--- src/rtl/multicycle_ctrl_pkg.sv ---
// Shared types and constants for the multicycle MIPS sequencing controller.
package mips_mc_pkg;

  // Sequencer states; encodings are visible on state_o for debug.
  typedef enum logic [3:0] {
    S_FETCH   = 4'd0,
    S_DECODE  = 4'd1,
    S_MEMADR  = 4'd2,
    S_MEMRD   = 4'd3,
    S_MEMWB   = 4'd4,
    S_MEMWR   = 4'd5,
    S_RTYPEEX = 4'd6,
    S_RTYPEWB = 4'd7,
    S_BRANCH  = 4'd8,
    S_IMMEX   = 4'd9,
    S_IMMWB   = 4'd10,
    S_JUMP    = 4'd11
  } state_t;

  // High-level ALU request from the sequencer; mc_aludec turns it into alucontrol.
  typedef enum logic [1:0] {
    ALUOP_ADD   = 2'd0,
    ALUOP_SUB   = 2'd1,
    ALUOP_FUNCT = 2'd2,
    ALUOP_OR    = 2'd3
  } aluop_t;

  localparam logic [5:0] OP_RTYPE = 6'b000000;
  localparam logic [5:0] OP_LW    = 6'b100011;
  localparam logic [5:0] OP_SW    = 6'b101011;
  localparam logic [5:0] OP_BEQ   = 6'b000100;
  localparam logic [5:0] OP_BNE   = 6'b000101;
  localparam logic [5:0] OP_ADDI  = 6'b001000;
  localparam logic [5:0] OP_ORI   = 6'b001101;
  localparam logic [5:0] OP_J     = 6'b000010;

  localparam logic [5:0] FUNCT_ADD = 6'b100000;
  localparam logic [5:0] FUNCT_SUB = 6'b100010;
  localparam logic [5:0] FUNCT_AND = 6'b100100;
  localparam logic [5:0] FUNCT_OR  = 6'b100101;
  localparam logic [5:0] FUNCT_SLT = 6'b101010;

  localparam logic [2:0] ALUC_ADD = 3'b010;
  localparam logic [2:0] ALUC_SUB = 3'b110;
  localparam logic [2:0] ALUC_AND = 3'b000;
  localparam logic [2:0] ALUC_OR  = 3'b001;
  localparam logic [2:0] ALUC_SLT = 3'b111;

  // Datapath control word produced by the sequencer each cycle.
  typedef struct packed {
    logic       mem_req;
    logic       iord;
    logic       memwrite;
    logic       irwrite;
    logic       regdst;
    logic       memtoreg;
    logic       regwrite;
    logic       alusrca;
    logic [1:0] alusrcb;
    logic       extop;
    logic [1:0] pcsrc;
    logic       pcen;
    logic       illegal;
  } ctrl_t;

  localparam ctrl_t CTRL_IDLE = '0;

  // Next state out of S_DECODE for a given opcode; unsupported opcodes map to S_FETCH.
  function automatic state_t decode_next(logic [5:0] op);
    unique case (op)
      OP_LW, OP_SW:    decode_next = S_MEMADR;
      OP_RTYPE:        decode_next = S_RTYPEEX;
      OP_BEQ, OP_BNE:  decode_next = S_BRANCH;
      OP_ADDI, OP_ORI: decode_next = S_IMMEX;
      OP_J:            decode_next = S_JUMP;
      default:         decode_next = S_FETCH;
    endcase
  endfunction

  function automatic logic op_supported(logic [5:0] op);
    return decode_next(op) != S_FETCH;
  endfunction

endpackage

--- src/rtl/multicycle_ctrl_if.sv ---
// Control/handshake bundle between the multicycle sequencer and its datapath.
interface multicycle_ctrl_if;
  logic [5:0] op;
  logic [5:0] funct;
  logic       zero;
  logic       mem_ready;

  logic       mem_req;
  logic       iord;
  logic       memwrite;
  logic       irwrite;
  logic       regdst;
  logic       memtoreg;
  logic       regwrite;
  logic       alusrca;
  logic [1:0] alusrcb;
  logic       extop;
  logic [1:0] pcsrc;
  logic       pcen;
  logic [2:0] alucontrol;
  logic       illegal;
  logic [3:0] state_o;

  // Controller side: reads instruction fields and status, drives datapath controls.
  modport master (
    input  op, funct, zero, mem_ready,
    output mem_req, iord, memwrite, irwrite, regdst, memtoreg, regwrite,
           alusrca, alusrcb, extop, pcsrc, pcen, alucontrol, illegal, state_o
  );

  // Datapath side.
  modport slave (
    output op, funct, zero, mem_ready,
    input  mem_req, iord, memwrite, irwrite, regdst, memtoreg, regwrite,
           alusrca, alusrcb, extop, pcsrc, pcen, alucontrol, illegal, state_o
  );
endinterface

--- src/rtl/multicycle_ctrl_aludec.sv ---
// ALU decoder: maps the sequencer's ALU request plus funct onto the 3-bit ALU code.
module mc_aludec
  import mips_mc_pkg::*;
(
  input  aluop_t     aluop_i,
  input  logic [5:0] funct_i,
  output logic [2:0] alucontrol_o,
  output logic       funct_illegal_o
);

  // Combinational decode; funct is only consulted for R-type execution.
  always_comb begin
    alucontrol_o    = ALUC_ADD;
    funct_illegal_o = 1'b0;
    unique case (aluop_i)
      ALUOP_ADD: alucontrol_o = ALUC_ADD;
      ALUOP_SUB: alucontrol_o = ALUC_SUB;
      ALUOP_OR:  alucontrol_o = ALUC_OR;
      ALUOP_FUNCT: begin
        case (funct_i)
          FUNCT_ADD: alucontrol_o = ALUC_ADD;
          FUNCT_SUB: alucontrol_o = ALUC_SUB;
          FUNCT_AND: alucontrol_o = ALUC_AND;
          FUNCT_OR:  alucontrol_o = ALUC_OR;
          FUNCT_SLT: alucontrol_o = ALUC_SLT;
          default:   funct_illegal_o = 1'b1;
        endcase
      end
      default: alucontrol_o = ALUC_ADD;
    endcase
  end

endmodule

--- src/rtl/multicycle_ctrl.sv ---
// Multicycle MIPS sequencer: steps one shared memory port/ALU through
// fetch, decode, execute, memory and writeback, stalling on mem_ready.
module multicycle_ctrl
  import mips_mc_pkg::*;
#(
  parameter state_t RESET_STATE = S_FETCH
) (
  input logic              clk,
  input logic              reset,
  multicycle_ctrl_if.master bus
);

  state_t     state_q, state_d;
  aluop_t     aluop;
  logic [2:0] alucontrol;
  logic       funct_illegal;
  ctrl_t      ctrl;
  ctrl_t      ctrl_out;

  // State register with synchronous reset.
  always_ff @(posedge clk) begin
    if (reset) begin
      state_q <= RESET_STATE;
    end else begin
      state_q <= state_d;
    end
  end

  // ALU request per state; kept apart from the FSM so funct decode feeds forward only.
  always_comb begin
    aluop = ALUOP_ADD;
    case (state_q)
      S_RTYPEEX: aluop = ALUOP_FUNCT;
      S_BRANCH:  aluop = ALUOP_SUB;
      S_IMMEX:   aluop = (bus.op == OP_ORI) ? ALUOP_OR : ALUOP_ADD;
      default:   aluop = ALUOP_ADD;
    endcase
  end

  mc_aludec u_aludec (
    .aluop_i        (aluop),
    .funct_i        (bus.funct),
    .alucontrol_o   (alucontrol),
    .funct_illegal_o(funct_illegal)
  );

  // Next-state and control decode for the current state.
  always_comb begin
    ctrl    = CTRL_IDLE;
    state_d = state_q;
    case (state_q)
      S_FETCH: begin
        // PC + 4 computed on the ALU while the instruction is read.
        ctrl.mem_req = 1'b1;
        ctrl.alusrcb = 2'b01;
        if (bus.mem_ready) begin
          ctrl.irwrite = 1'b1;
          ctrl.pcen    = 1'b1;
          state_d      = S_DECODE;
        end
      end
      S_DECODE: begin
        // Branch target precomputed into ALUOut while the opcode is decoded.
        ctrl.alusrcb = 2'b11;
        state_d      = decode_next(bus.op);
        ctrl.illegal = ~op_supported(bus.op);
      end
      S_MEMADR: begin
        ctrl.alusrca = 1'b1;
        ctrl.alusrcb = 2'b10;
        state_d      = (bus.op == OP_LW) ? S_MEMRD : S_MEMWR;
      end
      S_MEMRD: begin
        ctrl.mem_req = 1'b1;
        ctrl.iord    = 1'b1;
        if (bus.mem_ready) begin
          state_d = S_MEMWB;
        end
      end
      S_MEMWB: begin
        ctrl.memtoreg = 1'b1;
        ctrl.regwrite = 1'b1;
        state_d       = S_FETCH;
      end
      S_MEMWR: begin
        // Write strobe held with the request until memory accepts it.
        ctrl.mem_req  = 1'b1;
        ctrl.iord     = 1'b1;
        ctrl.memwrite = 1'b1;
        if (bus.mem_ready) begin
          state_d = S_FETCH;
        end
      end
      S_RTYPEEX: begin
        ctrl.alusrca = 1'b1;
        ctrl.alusrcb = 2'b00;
        if (funct_illegal) begin
          ctrl.illegal = 1'b1;
          state_d      = S_FETCH;
        end else begin
          state_d = S_RTYPEWB;
        end
      end
      S_RTYPEWB: begin
        ctrl.regdst   = 1'b1;
        ctrl.regwrite = 1'b1;
        state_d       = S_FETCH;
      end
      S_BRANCH: begin
        ctrl.alusrca = 1'b1;
        ctrl.alusrcb = 2'b00;
        ctrl.pcsrc   = 2'b01;
        ctrl.pcen    = bus.zero ^ (bus.op == OP_BNE);
        state_d      = S_FETCH;
      end
      S_IMMEX: begin
        ctrl.alusrca = 1'b1;
        ctrl.alusrcb = 2'b10;
        ctrl.extop   = (bus.op == OP_ORI);
        state_d      = S_IMMWB;
      end
      S_IMMWB: begin
        ctrl.regwrite = 1'b1;
        state_d       = S_FETCH;
      end
      S_JUMP: begin
        ctrl.pcsrc = 2'b10;
        ctrl.pcen  = 1'b1;
        state_d    = S_FETCH;
      end
      default: begin
        // Unused encodings recover to fetch.
        state_d = S_FETCH;
      end
    endcase
  end

  // Suppress all architectural side effects while reset is held.
  always_comb begin
    ctrl_out = ctrl;
    if (reset) begin
      ctrl_out.pcen     = 1'b0;
      ctrl_out.irwrite  = 1'b0;
      ctrl_out.memwrite = 1'b0;
      ctrl_out.regwrite = 1'b0;
      ctrl_out.mem_req  = 1'b0;
      ctrl_out.illegal  = 1'b0;
    end
  end

  assign bus.mem_req    = ctrl_out.mem_req;
  assign bus.iord       = ctrl_out.iord;
  assign bus.memwrite   = ctrl_out.memwrite;
  assign bus.irwrite    = ctrl_out.irwrite;
  assign bus.regdst     = ctrl_out.regdst;
  assign bus.memtoreg   = ctrl_out.memtoreg;
  assign bus.regwrite   = ctrl_out.regwrite;
  assign bus.alusrca    = ctrl_out.alusrca;
  assign bus.alusrcb    = ctrl_out.alusrcb;
  assign bus.extop      = ctrl_out.extop;
  assign bus.pcsrc      = ctrl_out.pcsrc;
  assign bus.pcen       = ctrl_out.pcen;
  assign bus.illegal    = ctrl_out.illegal;
  assign bus.alucontrol = alucontrol;
  assign bus.state_o    = state_q;

endmodule

--- src/flat_wrapper.sv ---
// flat-port wrapper written by rule: the top's interface ports become plain ports
module multicycle_ctrl_flat import mips_mc_pkg::*;
#(
  parameter state_t RESET_STATE = S_FETCH
)
  (clk, reset, bus_op, bus_funct, bus_zero, bus_mem_ready, bus_mem_req, bus_iord, bus_memwrite, bus_irwrite, bus_regdst, bus_memtoreg, bus_regwrite, bus_alusrca, bus_alusrcb, bus_extop, bus_pcsrc, bus_pcen, bus_alucontrol, bus_illegal, bus_state_o);
  multicycle_ctrl_if bus_i ();
  input logic clk;
  input logic reset;
  input wire logic [$bits(bus_i.op)-1:0] bus_op;
  input wire logic [$bits(bus_i.funct)-1:0] bus_funct;
  input wire logic [$bits(bus_i.zero)-1:0] bus_zero;
  input wire logic [$bits(bus_i.mem_ready)-1:0] bus_mem_ready;
  output wire logic [$bits(bus_i.mem_req)-1:0] bus_mem_req;
  output wire logic [$bits(bus_i.iord)-1:0] bus_iord;
  output wire logic [$bits(bus_i.memwrite)-1:0] bus_memwrite;
  output wire logic [$bits(bus_i.irwrite)-1:0] bus_irwrite;
  output wire logic [$bits(bus_i.regdst)-1:0] bus_regdst;
  output wire logic [$bits(bus_i.memtoreg)-1:0] bus_memtoreg;
  output wire logic [$bits(bus_i.regwrite)-1:0] bus_regwrite;
  output wire logic [$bits(bus_i.alusrca)-1:0] bus_alusrca;
  output wire logic [$bits(bus_i.alusrcb)-1:0] bus_alusrcb;
  output wire logic [$bits(bus_i.extop)-1:0] bus_extop;
  output wire logic [$bits(bus_i.pcsrc)-1:0] bus_pcsrc;
  output wire logic [$bits(bus_i.pcen)-1:0] bus_pcen;
  output wire logic [$bits(bus_i.alucontrol)-1:0] bus_alucontrol;
  output wire logic [$bits(bus_i.illegal)-1:0] bus_illegal;
  output wire logic [$bits(bus_i.state_o)-1:0] bus_state_o;
  assign bus_i.op = bus_op;
  assign bus_i.funct = bus_funct;
  assign bus_i.zero = bus_zero;
  assign bus_i.mem_ready = bus_mem_ready;
  assign bus_mem_req = bus_i.mem_req;
  assign bus_iord = bus_i.iord;
  assign bus_memwrite = bus_i.memwrite;
  assign bus_irwrite = bus_i.irwrite;
  assign bus_regdst = bus_i.regdst;
  assign bus_memtoreg = bus_i.memtoreg;
  assign bus_regwrite = bus_i.regwrite;
  assign bus_alusrca = bus_i.alusrca;
  assign bus_alusrcb = bus_i.alusrcb;
  assign bus_extop = bus_i.extop;
  assign bus_pcsrc = bus_i.pcsrc;
  assign bus_pcen = bus_i.pcen;
  assign bus_alucontrol = bus_i.alucontrol;
  assign bus_illegal = bus_i.illegal;
  assign bus_state_o = bus_i.state_o;
  multicycle_ctrl #(.RESET_STATE(RESET_STATE)) u_core (.clk(clk), .reset(reset), .bus(bus_i));
endmodule
--- config.mk ---
export PLATFORM = sky130hd
export DESIGN_NAME = multicycle_ctrl_flat
export DESIGN_NICKNAME = d
export VERILOG_FILES = /design/src/rtl/multicycle_ctrl_pkg.sv /design/src/rtl/multicycle_ctrl_if.sv /design/src/rtl/multicycle_ctrl_aludec.sv /design/src/rtl/multicycle_ctrl.sv /design/src/flat_wrapper.sv
export SDC_FILE = /design/constraint.sdc
export NUM_CORES = 1
export LEC_CHECK = 0
export BUFFER_PORTS_ARGS = -buffer_cell sky130_fd_sc_hd__buf_2
export CAP_MARGIN = 5
export CORE_MARGIN = 10
export CORE_UTILIZATION = 40
export DETAILED_ROUTE_END_ITERATION = 12
export GPL_TIMING_DRIVEN = 0
export HOLD_SLACK_MARGIN = 0.15
export PLACE_DENSITY = 0.72
export SLEW_MARGIN = 20
export SYNTH_ARGS = -nofsm -noshare
export SYNTH_HDL_FRONTEND = slang
export SYNTH_SLANG_ARGS = --single-unit
--- constraint.sdc ---
create_clock -name clk -period 1.8 [get_ports clk]
set_input_delay 0.36 -clock clk [delete_from_list [all_inputs] [get_ports clk]]
set_output_delay 0.36 -clock clk [all_outputs]
set_load 0.1 [all_outputs]
==> qor.yml, run 1 <==
status: "did not finish"
lastStage: "global routing (5_1_grt)"
first-error: "[ERROR DPL-0033] detailed placement checks failed during check placement."
yosys.area_share.simple_pct: 48.0
dp_hpwl_um: 2050
ys_seq_area_share_pct: 11.1
pre_cts_ws_ns: -0.389
dpl.cell_count: 171
synthMuxAreaShare_pct: 1.55
dieHeight_um: 62.6
async_flop_share_pct: 0
cts_hold_buf: 0
num_io_pins: 38
worst_endpoint: "bus_regwrite"
numCtsBuffers: 3
synth_fp_nets: 127
synth_seq_cells: 4
synth_top_family_by_area: "simple AND/OR/NAND/NOR gates"
synthAdderAreaFrac_pct: 0
synth_cells: 111
synth_edf_count: 0
synth.avg_cell_area_um2: 6.53
antenna_found_initial: 0
grt_max_degree: 11
gp_congestion: 0.841
synth_xor_area_share_pct: 4.84
cts_sinks: 4
cts_root_buffer: "clkbuf_4"
htreeDepth: 1
io_buffers: 35
synth_compound_area_share_pct: 27.6
synth.yosys.warnings: 0
syn-cell-area_um2: 724
dieWidth_um: 62.6
netlist-cell-type-count: 43
endpoint_type: "primary output"
std_cell_rows: 15
start_util_pct: 42.0
ys.flop_type: "dfxtp_1"
cts_buffer_depth: 2
## through the flow
stage	TNS (ns)	instance area [µm²]
after floorplan	-4.33	946
after global placement	-1.97	1150
after detailed placement	-2.11	1150
after CTS	-0.608	1550
## timing repair
item,4_1_cts
gates cloned,0
setup buffers,12
pin swaps,6
setup endpoints to repair,18
endpoints found under the hold margin,0
resized for setup,77
## cells by family after synthesis
group	after synthesis
simple gates	62
compound gates	28
buf+inv	12
xor+xnor	4
flops	4
mux	1
## synth_stat cells, types with 2 or more instances
master	instances	share of area, %
and2b_1	2	2.1
nand2b_1	6	5.2
a21o_1	3	3.1
o21ai_0	2	1.4
nand3_1	3	2.1
nand2_1	6	3.1
inv_1	4	2.1
nor4_1	2	1.7
clkbuf_1	3	1.6
a31oi_1	3	2.6
o31ai_1	3	3.1
nor2_1	11	5.7
nor3b_1	4	4.1
nor3_1	13	9.0
dfxtp_1	4	11
nor2b_1	4	3.5
buf_2	4	2.8
a21oi_1	5	3.5
or3_1	3	2.6
xor2_1	3	3.6
==> run 2, diff against run 1 <==
CORE_AREA = 10 10 71 73   (was not set)
CORE_MARGIN = not set   (was 10)
CORE_UTILIZATION = not set   (was 40)
DIE_AREA = 0 0 81 83   (was not set)
HOLD_SLACK_MARGIN = not set   (was 0.15)
PLACE_DENSITY = not set   (was 0.72)
PLACE_DENSITY_LB_ADDON = 0.15   (was not set)
==> run 2 against run 1 <==
Against the previous run: the flow now finishes, with violations (setup timing); area after synthesis is the same; synthesized cell count did not move.
==> qor.yml, run 2 <==
status: "complete, but fails checks"
violations: "setup timing"
synth_top_area_cell: "dfxtp_1"
clk_transition_reported_paths_ns: 0.03
finalSetupViolCount: 9
period_needed_ns: 1.94
maxSlewHeadroom_pct: 68.0
async_flop_share_pct: 0  # unchanged
synth_seq_cells: 4  # unchanged
skew_ns: 0.00229
synth.yosys.warnings: 0  # unchanged
layout-drive-gt1-share_pct: 65.5
synthTopCellsByArea: "dfxtp_1, nor3_1, nor2_1"
max_freq_ghz: 0.517
area_growth_pct: 135
antenna_cells_inserted: 0
track_usage_pct: 9.63
grt-ovfl-total: 0
power_w: 0.000674
rsz0062_at_grt: "true"
num_io_pins: 38  # unchanged
fin_tns_setup_ns: -0.509
numCtsBuffers: 3  # unchanged
synthAdderAreaFrac_pct: 0  # unchanged
cts_sinks: 4  # unchanged
dp_hpwl_um: 2460  # +20%
htreeDepth: 1  # unchanged
avgRoutedWirePerCell_um: 15.6
netlist-cell-type-count: 43  # unchanged
synth_top_family_by_area: "simple AND/OR/NAND/NOR gates"
ys.flop_type: "dfxtp_1"
synth_compound_area_share_pct: 27.6  # unchanged
first_pass_iters: 5
cts_buffer_depth: 2  # unchanged
critPathArrivalTime_ns: 1.58
cts_tree: "yes"
synth_cells: 111  # unchanged
tightest_slew_ns: 0.473
die-area_mm2: 0.00672
fin_nets: 183
clk_latency_ns: 0.21
powerDensity_mw_per_mm2: 397
gp_congestion: 0.778  # -7.5%
fin_crit_sh_pct: 108
drt_iter0_markers: 66
finalHoldViolations: 0
placeableCoreArea_mm2: 0.00363
startpoint_type: "register"
synth_xor_area_share_pct: 4.84  # unchanged
cts_root_buffer: "clkbuf_8"
drc: 0
yosys.cell_count.top_type: "nor3_1"
path_max_fanout: 6
end_kind: "primary output"
vias_per_cell: 4.95
synthMuxAreaShare_pct: 1.55  # unchanged
whs_path_depth: 4
leakagePower_nw: 0.674
syn-cell-area_um2: 724  # unchanged
vias: 1054
dieHeight_um: 83  # +33%
yosys.area_share.simple_pct: 48.0  # unchanged
crit_required_ns: 1.44
synth_fp_nets: 127  # unchanged
antenna_found_initial: 0
ys_seq_area_share_pct: 11.1  # unchanged
final_common_cell: "buf_4"
grt_pass1_vias: 1107
hold_path_class: "in2reg"
hold_ws_ns: 0.539
ir_worst_vdd_v: 0.000230
wl_um: 3320
start_util_pct: 19.9  # -22 points
final_core_util_pct: 46.8
largest_reg_flops: 4
grt_pass1_wl_um: 5330
reg2reg_depth: 5
cts_hold_buf: 0  # unchanged
setup_ws_ns: -0.136
synth_common_cells: "nor3_1, nor2_1, nand2_1, nand2b_1, a21oi_1"
synth_top_cell_area_share_pct: 11.1  # unchanged
antenna_left: 0
grt_max_degree: 11
synth_edf_count: 0  # unchanged
drv_cap: 0
drv_slew: 0
crit_type: "reg2out"
synth.avg_cell_area_um2: 6.53  # unchanged
layout_common_cells: "buf_4, buf_2, buf_12"
io_buffers: 35  # unchanged
dieWidth_um: 81  # +29%
std_cell_rows: 22  # +7
==> run 2: critical path, stage by stage, from the launching register on <==
cell and delay, ns:
dfxtp_4 0.35, or2_4 0.29, nor3b_2 0.18, a31oi_2 0.07
o32ai_4 0.26, buf_12 0.21
==> run 2: what timing repair did <==
action | CTS | global route
setup endpoints to repair | 18 | 13
pin swaps | 10 | 6
resized for setup | 65 | 34
setup buffers | 13 | 4
==> run 2: final timing paths <==
path                      endpoint                  start  slack [ns]
min          u_core.bus.state_o[3]              bus_op[5]        0.54
max reg2reg  u_core.bus.state_o[0]  u_core.bus.state_o[0]        0.23
min reg2reg  u_core.bus.state_o[3]  u_core.bus.state_o[1]        0.68
max                       bus_pcen  u_core.bus.state_o[1]       -0.14
==> run 2: power by group <==
| group | internal [W] | switching [W] | leakage (nW) |
|---|---|---|---|
| combinational | 0.000154 | 0.000242 | 0.617 |
| clock | 0.000142 | 0.0000402 | 0.0216 |
| sequential | 0.0000895 | 0.00000737 | 0.0355 |
==> run 2: cells by family (layout without fill, tap and decap cells) <==
kind of cell,after synthesis,count (layout)
muxes,1,1
AOI/OAI and AO/OA,28,28
buffers and inverters,12,66
and+or+nand+nor,62,62
DFF,4,4
xor gates and xnor gates,4,4
==> run 2: through the flow <==
step           instances  setup slack [ns]  area [µm²]
2_1_floorplan        111            -0.614         946
3_3_place_gp         194            -0.421        1180
3_5_place_dp         194            -0.447        1180
4_1_cts              209            -0.146        1560
5_1_grt              213            -0.185        1700
6_report             213            -0.136        1700
==> run 2: per-layer routing <==
| layer | part of all wire [%] | routed length (µm) | GRT usage (%) | up-vias |
|---|---|---|---|---|
| met1 | 40 | 1340 | 11.1 | 498 |
| met4 | 1.7 | 57 | 3.29 | 0 |
| li1 | - | - | - | 517 |
| met2 | 53 | 1760 | 16.4 | 33 |
| met3 | 4.9 | 163 | 2.59 | 6 |
| met5 | 0 | 0 | 0 | - |
==> run 2: final cells by class <==
cell class / count / area (µm²)
fillers: 377 / 1930
well taps: 48 / 60.1
flip-flops and latches: 4 / 95.1
multi-input cells: 95 / 876
repair buffers: 52 / 542
inverters: 4 / 15.0
plain buffers: 7 / 70.1
clock buffers: 3 / 41.3
(Power assumes the default switching activity.)
==> run 3, diff against run 2 <==
RECOVER_POWER = 100   (was not set)
==> run 3 against run 2 <==
Against the previous run: first-iteration DRC count is the same; largest cell class unchanged; setup slack did not move; global-route usage is the same; sequential cell count unchanged; design area stayed put; the run still ends with setup timing left; worst hold slack about the same; non-clock buffer count unchanged; sequential share of layout area unchanged.
==> qor.yml, run 3 (synthesized netlist as in run 2, its figures left out) <==
status: "complete, but fails checks"
violations: "setup timing"
drc: 0  # unchanged
end_kind: "primary output"
numCtsBuffers: 3  # unchanged
pre_cts_ws_ns: -0.447  # unchanged
crit_required_ns: 1.44  # about the same
path_max_fanout: 6  # unchanged
std_cell_rows: 22  # unchanged
finalHoldViolations: 0  # unchanged
power_w: 0.000674  # about the same
rsz0062_at_grt: "true"
start_util_pct: 19.9  # unchanged
period_needed_ns: 1.94  # unchanged
fin_crit_sh_pct: 108  # unchanged
drt_iter0_markers: 66  # unchanged
first_pass_iters: 5  # unchanged
wl_met3_um: 163  # unchanged
hold_path_class: "in2reg"
wl_met2_um: 1760  # +0.23%
avgRoutedWirePerCell_um: 15.6  # about the same
antenna_left: 0  # unchanged
combPwrFrac_pct: 58.6  # about the same
htreeDepth: 1  # unchanged
vias_per_cell: 4.93  # -0.38%
cts_root_buffer: "clkbuf_8"
clk_latency_ns: 0.21  # about the same
track_usage_pct: 9.63  # unchanged
vias: 1050  # -0.38%
switching_power_w: 0.000289  # about the same
antenna_cells_inserted: 0  # unchanged
critPathArrivalTime_ns: 1.58  # about the same
cts_sinks: 4  # unchanged
die-area_mm2: 0.00672  # unchanged
io_buffers: 35  # unchanged
gp_congestion: 0.778  # unchanged
fillers: 377  # unchanged
wl_um: 3320  # about the same
cp_slowest_cell: "dfxtp_4"
num_io_pins: 38  # unchanged
crit_family: "simple AND/OR/NAND/NOR gates"
final_cell_count_no_fill: 213  # unchanged
grt_pass1_wl_um: 5330  # unchanged
final_common_cell: "buf_4"
cts_tree: "yes"
p_int_w: 0.000385  # about the same
antenna_found_initial: 0  # unchanged
ir_worst_vdd_v: 0.000230  # about the same
fin_nets: 183  # unchanged
leakagePower_nw: 0.672  # -0.25%
top_layer: "met4"
startpoint_type: "register"
setup_ws_ns: -0.136  # unchanged
dieHeight_um: 83  # unchanged
grt_max_degree: 11  # unchanged
worst-path-buf-inv: 1  # unchanged
cts_buffer_depth: 2  # unchanged
grt_pass1_vias: 1107  # unchanged
p_sw_share_pct: 42.9  # about the same
crit_type: "reg2out"
dieWidth_um: 81  # unchanged
largest_reg_flops: 4  # unchanged
skew_ns: 0.00229  # unchanged
layout_common_cells: "buf_4, buf_2, buf_12"
max_stage_delay_ns: 0.35  # about the same
finalSetupViolCount: 9  # unchanged
clk_transition_reported_paths_ns: 0.03  # about the same
wl_met1_um: 1340  # -0.52%
powerDensity_mw_per_mm2: 397  # about the same
dpl.cell_count: 194  # unchanged
placeableCoreArea_mm2: 0.00363  # unchanged
cp_cell_sequence: "or2_4 -> nor3b_2 -> a31oi_2 -> o32ai_4 -> buf_12"
maxSlewHeadroom_pct: 64.1  # -3.9 points
drv_cap: 0  # unchanged
p_seq_share_pct: 14.4  # about the same
grt-ovfl-total: 0  # unchanged
layout-drive-gt1-share_pct: 65.5  # unchanged
max_freq_ghz: 0.517  # unchanged
dp_hpwl_um: 2460  # unchanged
tightest_slew_ns: 0.541  # +0.0676 ns
area_growth_pct: 135  # unchanged
drv_slew: 0  # unchanged
p_clk_share_pct: 27.0  # about the same
-- run 3: changes by cell type in the layout (fill, tap and decap cells not counted) --
cell and delta:
a21boi_0 +1, clkbuf_2 +1, a21boi_1 -1, buf_2 -1
-- run 3: area by class of cell --
type                            instances  area (µm²)  share of cell area [%]
Inverter                                4        15.0                   0.884
Sequential cell                         4        95.1                    5.60
Buffer                                  7        70.1                    4.12
Tap cell                               48        60.1                    3.53
Timing Repair Buffer                   52         542                    31.9
Multi-Input combinational cell         95         876                    51.5
Clock buffer                            3        41.3                    2.43
-- run 3: repair_timing --
action,CTS,global route
buffers inserted,13,4
pin swaps,10,6
endpoints found under the hold margin,0,0
gates resized for setup,65,34
setup endpoints to repair,18,13
hold buffers,0,0
-- run 3: path summary, 6_finish.rpt --
path                                            start               endpoint  slack [ns]  cells after the start
worst max-delay path            u_core.bus.state_o[1]               bus_pcen       -0.14                      5
worst min-delay path                        bus_op[5]  u_core.bus.state_o[3]        0.54                      4
worst max register to register  u_core.bus.state_o[0]  u_core.bus.state_o[0]        0.23                      5
worst min register to register  u_core.bus.state_o[1]  u_core.bus.state_o[3]        0.68                      2
-- run 3: tightest hold or removal path, delay by kind of cell --
family	cells	cell delay [ns]
and+or+nand+nor	1	0.07
AOI/OAI and AO/OA	2	0.16
buffers and inverters	1	0.11
-- run 3: per-layer routing --
layer / global-route usage [%] / up-vias
met5: 0 / -
met1: 11.1 / 494
li1: - / 517
met3: 2.59 / 6
met4: 3.29 / 0
met2: 16.4 / 33
-- run 3: per-stage QoR --
stage	area [µm²]	utilization, %	setup TNS (ns)	hold slack, ns
after CTS	1560	42.8	-0.369	0.529
after detailed placement	1180	32.5	-2.49	0.736
after global routing	1700	46.8	-1.14	0.554
final	1700	46.8	-0.509	0.539
after floorplan	946	-	-4.33	0.545
after global placement	1180	32.5	-2.40	0.740
-- run 3: power groups by stage --
stage	Sequential, W	Combinational, W	Clock, W
floorplan	0.000120	0.000213	0
global placement	0.0000962	0.000296	0
detailed placement	0.0000961	0.000299	0
CTS	0.0000968	0.000372	0.000193
global route	0.0000981	0.000418	0.000192
finish	0.0000969	0.000395	0.000182
